File: src/rtl/tile_cap_pkg.sv
// ---------------------------------------------------------------------------
// tile_cap_pkg
// Shared defaults and helpers for the tile output capture block.
//   DATA_W_DEFAULT       width of the captured tile output bus
//   TS_W_DEFAULT         width of the timestamp counter
//   DEPTH_DEFAULT        event FIFO depth (power of two, >= 2)
//   SYNC_STAGES_DEFAULT  resynchroniser length (>= 2)
//   EV_W_DEFAULT         event word width, {timestamp, value}
//   TS_LSB               bit position where the timestamp field starts
//   cntWidth()           width of an occupancy counter able to hold 0..depth
// ---------------------------------------------------------------------------
package tile_cap_pkg;

   localparam int DATA_W_DEFAULT      = 8;
   localparam int TS_W_DEFAULT        = 16;
   localparam int DEPTH_DEFAULT       = 8;
   localparam int SYNC_STAGES_DEFAULT = 2;
   localparam int EV_W_DEFAULT        = TS_W_DEFAULT + DATA_W_DEFAULT;
   localparam int TS_LSB              = DATA_W_DEFAULT;

   // One extra bit so that a completely full FIFO is distinguishable from empty.
   function automatic int cntWidth(input int depth);
      return $clog2(depth) + 1;
   endfunction

endpackage

File: src/rtl/tile_out_capture_if.sv
// ---------------------------------------------------------------------------
// tile_out_capture_if
// Valid/ready event stream carrying {timestamp, value} words.
//   ev_valid  head event available (producer -> consumer)
//   ev_ready  consumer accepts head event (consumer -> producer)
//   ev_data   head event word (producer -> consumer)
// Modports: master = capture block, slave = logger/bench.
// ---------------------------------------------------------------------------
interface tile_out_capture_if
   import tile_cap_pkg::*;
   #(parameter int EV_W = EV_W_DEFAULT)
   ();

   logic            ev_valid;
   logic            ev_ready;
   logic [EV_W-1:0] ev_data;

   modport master (output ev_valid, output ev_data, input ev_ready);
   modport slave  (input ev_valid, input ev_data, output ev_ready);

endinterface

File: src/rtl/tile_cap_fifo.sv
// ---------------------------------------------------------------------------
// tile_cap_fifo
// First-word-fall-through FIFO for capture events.
//   clk      rising-edge clock
//   rst      synchronous active-high reset
//   clr      synchronous clear, same effect as rst
//   i_push   write request; ignored when full unless a pop happens too
//   i_wdata  word to write
//   i_pop    read request; ignored when empty
//   o_rdata  head word, combinational from storage, 0 when empty
//   o_full   occupancy == DEPTH
//   o_empty  occupancy == 0
//   o_count  registered occupancy 0..DEPTH
// ---------------------------------------------------------------------------
module tile_cap_fifo
   import tile_cap_pkg::*;
   #(parameter int WIDTH = EV_W_DEFAULT,
     parameter int DEPTH = DEPTH_DEFAULT)
   (input  logic                       clk,
    input  logic                       rst,
    input  logic                       clr,
    input  logic                       i_push,
    input  logic [WIDTH-1:0]           i_wdata,
    input  logic                       i_pop,
    output logic [WIDTH-1:0]           o_rdata,
    output logic                       o_full,
    output logic                       o_empty,
    output logic [cntWidth(DEPTH)-1:0] o_count);

   localparam int AW = $clog2(DEPTH);
   localparam int CW = cntWidth(DEPTH);

   logic [WIDTH-1:0] r_mem [DEPTH];
   logic [AW-1:0]    r_rdPtr;
   logic [AW-1:0]    r_wrPtr;
   logic [CW-1:0]    r_count;
   logic             w_doPush;
   logic             w_doPop;

   // A push into a full FIFO is only legal when the head leaves in the same cycle.
   assign o_full   = (r_count == CW'(DEPTH));
   assign o_empty  = (r_count == '0);
   assign w_doPop  = i_pop & ~o_empty;
   assign w_doPush = i_push & (~o_full | w_doPop);
   assign o_count  = r_count;
   assign o_rdata  = o_empty ? '0 : r_mem[r_rdPtr];

   // Pointers wrap naturally because DEPTH is a power of two.
   always_ff @(posedge clk) begin
      if (rst || clr) begin
         r_rdPtr <= '0;
         r_wrPtr <= '0;
         r_count <= '0;
      end else begin
         if (w_doPush) r_wrPtr <= r_wrPtr + 1'b1;
         if (w_doPop)  r_rdPtr <= r_rdPtr + 1'b1;
         if (w_doPush && !w_doPop)      r_count <= r_count + 1'b1;
         else if (w_doPop && !w_doPush) r_count <= r_count - 1'b1;
      end
   end

   // Storage needs no reset: the empty check masks stale entries on the read side.
   always_ff @(posedge clk) begin
      if (w_doPush && !rst && !clr) r_mem[r_wrPtr] <= i_wdata;
   end

endmodule

File: src/rtl/tile_out_capture.sv
// ---------------------------------------------------------------------------
// tile_out_capture
// Resynchronises a tile's output bus, detects value changes, timestamps
// each change and queues {timestamp, value} events for a downstream logger.
//   clk       rising-edge clock
//   rst       synchronous active-high reset, highest priority
//   en        capture enable; gates change detection and timestamp count
//   clr       synchronous clear of FIFO, timestamp and sticky flags
//   tile_out  asynchronous tile output bus
//   ev        event stream (master side): ev_valid / ev_ready / ev_data
//   ev_count  FIFO occupancy 0..DEPTH
//   overflow  sticky: an event was dropped because the FIFO was full
//   ts_wrap   sticky: timestamp counter wrapped from all-ones to zero
// ---------------------------------------------------------------------------
module tile_out_capture
   import tile_cap_pkg::*;
   #(parameter int DATA_W      = DATA_W_DEFAULT,
     parameter int TS_W        = TS_W_DEFAULT,
     parameter int DEPTH       = DEPTH_DEFAULT,
     parameter int SYNC_STAGES = SYNC_STAGES_DEFAULT)
   (input  logic                       clk,
    input  logic                       rst,
    input  logic                       en,
    input  logic                       clr,
    input  logic [DATA_W-1:0]          tile_out,
    tile_out_capture_if.master         ev,
    output logic [cntWidth(DEPTH)-1:0] ev_count,
    output logic                       overflow,
    output logic                       ts_wrap);

   localparam int EV_W = TS_W + DATA_W;

   logic [SYNC_STAGES-1:0][DATA_W-1:0] r_sync;
   logic [DATA_W-1:0]                  r_prev;
   logic [TS_W-1:0]                    r_ts;
   logic                               r_overflow;
   logic                               r_tsWrap;
   logic [DATA_W-1:0]                  w_s;
   logic                               w_change;
   logic                               w_push;
   logic                               w_pop;
   logic                               w_full;
   logic                               w_empty;
   logic [EV_W-1:0]                    w_rdata;

   assign w_s      = r_sync[SYNC_STAGES-1];
   assign w_change = en & (w_s != r_prev);
   assign w_push   = w_change & ~clr;
   assign w_pop    = ~w_empty & ev.ev_ready;

   // The sync chain and prev keep tracking the tile even while disabled or
   // being cleared, so re-enabling never reports a stale change.
   always_ff @(posedge clk) begin
      if (rst) begin
         r_sync <= '0;
         r_prev <= '0;
      end else begin
         r_sync[0] <= tile_out;
         for (int i = 1; i < SYNC_STAGES; i++) r_sync[i] <= r_sync[i-1];
         r_prev <= w_s;
      end
   end

   // Timestamp advances only while enabled; the sticky flags latch until
   // rst or clr. An overflow is a change that the FIFO could not accept.
   always_ff @(posedge clk) begin
      if (rst || clr) begin
         r_ts       <= '0;
         r_tsWrap   <= 1'b0;
         r_overflow <= 1'b0;
      end else begin
         if (en) begin
            r_ts <= r_ts + 1'b1;
            if (r_ts == '1) r_tsWrap <= 1'b1;
         end
         if (w_push && w_full && !w_pop) r_overflow <= 1'b1;
      end
   end

   // The event carries the timestamp as it was before this edge's increment.
   tile_cap_fifo #(.WIDTH(EV_W), .DEPTH(DEPTH)) u_fifo (
      .clk     (clk),
      .rst     (rst),
      .clr     (clr),
      .i_push  (w_push),
      .i_wdata ({r_ts, w_s}),
      .i_pop   (w_pop),
      .o_rdata (w_rdata),
      .o_full  (w_full),
      .o_empty (w_empty),
      .o_count (ev_count));

   assign ev.ev_valid = ~w_empty;
   assign ev.ev_data  = w_rdata;
   assign overflow    = r_overflow;
   assign ts_wrap     = r_tsWrap;

endmodule

File: src/flat_wrapper.sv
// flat-port wrapper written by rule: the top's interface ports become plain ports
module tile_out_capture_flat import tile_cap_pkg::*;
#(parameter int DATA_W      = DATA_W_DEFAULT,
     parameter int TS_W        = TS_W_DEFAULT,
     parameter int DEPTH       = DEPTH_DEFAULT,
     parameter int SYNC_STAGES = SYNC_STAGES_DEFAULT)
  (clk, rst, en, clr, tile_out, ev_count, overflow, ts_wrap, ev_ev_valid, ev_ev_data, ev_ev_ready);
  tile_out_capture_if #(.EV_W((TS_W + DATA_W))) ev_i ();
  input  logic clk;
  input  logic rst;
  input  logic en;
  input  logic clr;
  input  logic [DATA_W-1:0] tile_out;
  output logic [cntWidth(DEPTH)-1:0] ev_count;
  output logic overflow;
  output logic ts_wrap;
  output wire logic [$bits(ev_i.ev_valid)-1:0] ev_ev_valid;
  output wire logic [$bits(ev_i.ev_data)-1:0] ev_ev_data;
  input wire logic [$bits(ev_i.ev_ready)-1:0] ev_ev_ready;
  assign ev_ev_valid = ev_i.ev_valid;
  assign ev_ev_data = ev_i.ev_data;
  assign ev_i.ev_ready = ev_ev_ready;
  tile_out_capture #(.DATA_W(DATA_W), .TS_W(TS_W), .DEPTH(DEPTH), .SYNC_STAGES(SYNC_STAGES)) u_core (.clk(clk), .rst(rst), .en(en), .clr(clr), .tile_out(tile_out), .ev(ev_i), .ev_count(ev_count), .overflow(overflow), .ts_wrap(ts_wrap));
endmodule
File: config.mk
export PLATFORM = sky130hd
export DESIGN_NAME = tile_out_capture_flat
export DESIGN_NICKNAME = d
export VERILOG_FILES = /design/src/rtl/tile_cap_pkg.sv /design/src/rtl/tile_out_capture_if.sv /design/src/rtl/tile_cap_fifo.sv /design/src/rtl/tile_out_capture.sv /design/src/flat_wrapper.sv
export SDC_FILE = /design/constraint.sdc
export NUM_CORES = 1
export LEC_CHECK = 0
export CAP_MARGIN = 20
export CORE_ASPECT_RATIO = 1.5
export CORE_UTILIZATION = 60
export DETAILED_ROUTE_END_ITERATION = 10
export PLACE_DENSITY = 0.87
export SLEW_MARGIN = 25
export SYNTH_ARGS = -nofsm -noshare
export SYNTH_HDL_FRONTEND = slang
export SYNTH_SLANG_ARGS = --single-unit
File: constraint.sdc
create_clock -name clk -period 7.6 [get_ports clk]
set_input_delay 1.52 -clock clk [delete_from_list [all_inputs] [get_ports clk]]
set_output_delay 1.52 -clock clk [all_outputs]
set_load 0.05 [all_outputs]
==> flow_summary.yaml <==
outcome:
  status: "completed"
timing:
  setup_viol: 0
  fin_setup_tns_ns: 0
  slew_viol_final: 0
  fmax_mhz: 212
  finClkSkew_ns: 0.0120
  fin_crit_sh: 0.620
  hold_viol_final: 0
  finalCriticalPeriod_ns: 4.71
  maxSlewHeadroom: 0.378
  worstMarginPinSlew_ns: 0.932
  whs_ns: 0.442
  rsz0062_at_grt: "no"
place:
  hpwl_mm: 10.1
  routabilityCongestion: 0.816
  port_buffers: 43
final_layout:
  drive_gt1_frac: 0.170
  syn_to_final_growth_pct: 13.9
  fin_nets: 608
  n_antenna_cell: 0
clock_network:
  post_cts_resize_count: 0
  cts_tree: "done"
  cts_htree_levels: 1
  clock_latency_ns: 0.48
  path_clk_slew_ns: 0.06
  ctsHoldBuffers: 0
  cts_setup_buffers: 0
  cts_sinks: 247
  numCtsBuffers: 21
  clock_path_buffers: 3
  cts_root_buf: "clkbuf_16"
global_routing:
  antenna_found_initial: 0
  overflow: 0
  grt_pass1_wl_mm: 27.5
  grtUsageTotal: 0.224
  grt_pass1_vias: 5157
  grt_max_degree: 49
detailed_routing:
  firstDrtPassIters: 5
  via_count: 4753
  drt_iter0_markers: 336
  wirelength_mm: 17.7
  viasPerCell: 5.91
  final_antenna_net_count: 0
  post_drt_wl_per_cell_um: 22.0
  drc: 0
synth:
  synthFlopType: "edfxtp_1"
  syn_nets: 553
  synth_edf_count: 192
  synth_warnings: 0
  netlist_area_um2: 9500
  ys_types: 48
  ys_seq_elements: 247
  netlist_instances: 533
  postSynthAreaPerCell_um2: 17.8
  async_reset_ff_frac: 0
  seq_area_frac_synth: 0.723
worst_setup_path:
  critPathArrivalTime_ns: 3.19
  r2r_slack_ns: 4.44
  rr_startpoint: "u_core.w_s[7]"
  path_max_fanout: 48
  worst_ep_required_time_ns: 6.08
  critPathKind: "flop to primary output"
  cp-start-kind: "flop"
  cp-end-kind: "primary output"
flow_run:
  cap_violations: 0
die:
  fp-row-count: 56
  die_h_um: 156
  initial_core_util: 0.611
  die_area_um2: 16400
  ios: 44
  core_um2: 15600
  die_w_um: 105
pwr:
  netSwitchingPower_mw: 0.587
  netSwitchingFraction: 0.218
  powerDensity_nw_per_um2: 248
  p_clk_frac: 0.373
  pwr-share-seq: 0.545
  peakVddDrop_uv: 288
  comb_power_share: 0.082
  internal_power_mw: 2.10
  leakage_nw: 3.64
worst_hold_path:
  min_from: "u_core.r_sync[3]"
  hold_path.class: "flop to flop"
-- worst max-delay path, cell delays in order, from the launching register on --
cell and delay [ns]:
dfxtp_2 0.31, buf_4 0.70, mux4_2 0.59, mux2i_1 0.26, nor2_1 0.08, clkdlybuf4s50_1 0.73
-- cell families (layout without fill, tap and decap cells) --
family / Yosys count / after routing / synth area share
AOI/OAI and AO/OA: 23 / 23 / 0.0157
buffers and inverters: 28 / 96 / 0.0141
and+or+nand+nor: 127 / 127 / 0.0708
adders and majority gates: 7 / 7 / 0.0100
muxes: 79 / 79 / 0.146
xor gates and xnor gates: 22 / 22 / 0.0203
DFF: 247 / 247 / 0.723
-- metrics by stage --
stage	power [mW]	util	instances	instance area [µm²]	setup WS [ns]
2_1_floorplan	1.65	-	533	9500	1.25
3_3_place_gp	1.71	0.655	768	10200	3.38
3_5_place_dp	1.71	0.655	768	10200	3.23
4_1_cts	2.70	0.696	804	10800	2.83
5_1_grt	2.76	0.696	804	10800	2.66
6_report	2.69	0.696	804	10800	2.89
-- layout by cell type (no fill, tap or decap), types with 2 or more instances in the layout --
master / n
xnor2_1: 7
nor2_1: 50
and3_1: 5
edfxtp_1: 192
buf_4: 12
ha_1: 6
or3_1: 4
dfxtp_2: 2
nor3_1: 2
a21oi_1: 9
and4_1: 3
nor2b_1: 24
nor3b_2: 2
mux4_2: 48
xor2_1: 15
a2111oi_2: 2
o21ai_0: 2
clkbuf_1: 8
dfxtp_1: 53
nor4_1: 3
nand3b_1: 2
inv_1: 4
nand4_1: 2
clkbuf_16: 21
a31oi_1: 2
clkdlybuf4s50_1: 43
mux2i_1: 31
nand3_1: 4
clkbuf_8: 2
a31o_1: 2
nand2_1: 15
nor4_2: 2
-- worst paths after layout --
kind | to | depth (start not counted)
max | ev_ev_data[2] | 5
min | u_core.w_s[3] | 1
max reg2reg | u_core.u_fifo.o_count[3] | 10
min reg2reg | u_core.w_s[3] | 1
-- per-layer routing --
layer  vias up  global-route usage  routed length (µm)  part of all wire
met1      2423               0.258                6720              0.38
met2       137               0.411                9810              0.55
met3        33              0.0317                 743             0.042
met4         0               0.104                 422             0.024
li1       2160                   -                   -                 -
met5         -                   0                   0                 0
-- power groups by stage --
stage	Sequential, mW	Clock (mW)	Combinational, mW
floorplan	1.50	0	0.152
CTS	1.46	1.02	0.225
finish	1.46	1.00	0.221
detailed placement	1.49	0	0.222
global route	1.46	1.06	0.237
global placement	1.49	0	0.219
-- synthesized netlist by cell type (3+ instances only) --
master	instances	area [µm²]
nor4_1	3	18.8
dfxtp_1	55	1100
xnor2_1	7	61.3
and3_1	5	31.3
mux2i_1	31	310
edfxtp_1	192	5770
a21oi_1	9	45.0
clkbuf_1	11	41.3
or3_1	4	25.0
nor2_1	50	188
nand2_1	15	56.3
mux4_2	48	1080
inv_1	4	15.0
and4_1	3	26.3
nand3_1	4	20.0
buf_2	8	40.0
xor2_1	15	131
ha_1	6	75.1
nor2b_1	24	150
-- sequential cells by signal, summed over array words and instances, names as in the netlist, named ones only --
signal,count
u_core.r_prev,8
u_core.w_s,8
u_core.u_fifo.r_rdPtr,3
u_core.r_ts,16
u_core.u_fifo.o_count,4
u_core.u_fifo.r_mem,192
u_core.ts_wrap,1
u_core.overflow,1
u_core.r_sync,8
u_core.u_fifo.r_wrPtr,3
-- layout make-up --
type                    count  area, µm²
flip-flops and latches    247       6870
multi-input cells         258       2520
fillers                   942       4730
inverters                   5       18.8
well taps                 203        254
clock buffers              31        583
repair buffers             55        520
clock inverters             5       55.1
Note: power is estimated with default switching activity, not from simulation.
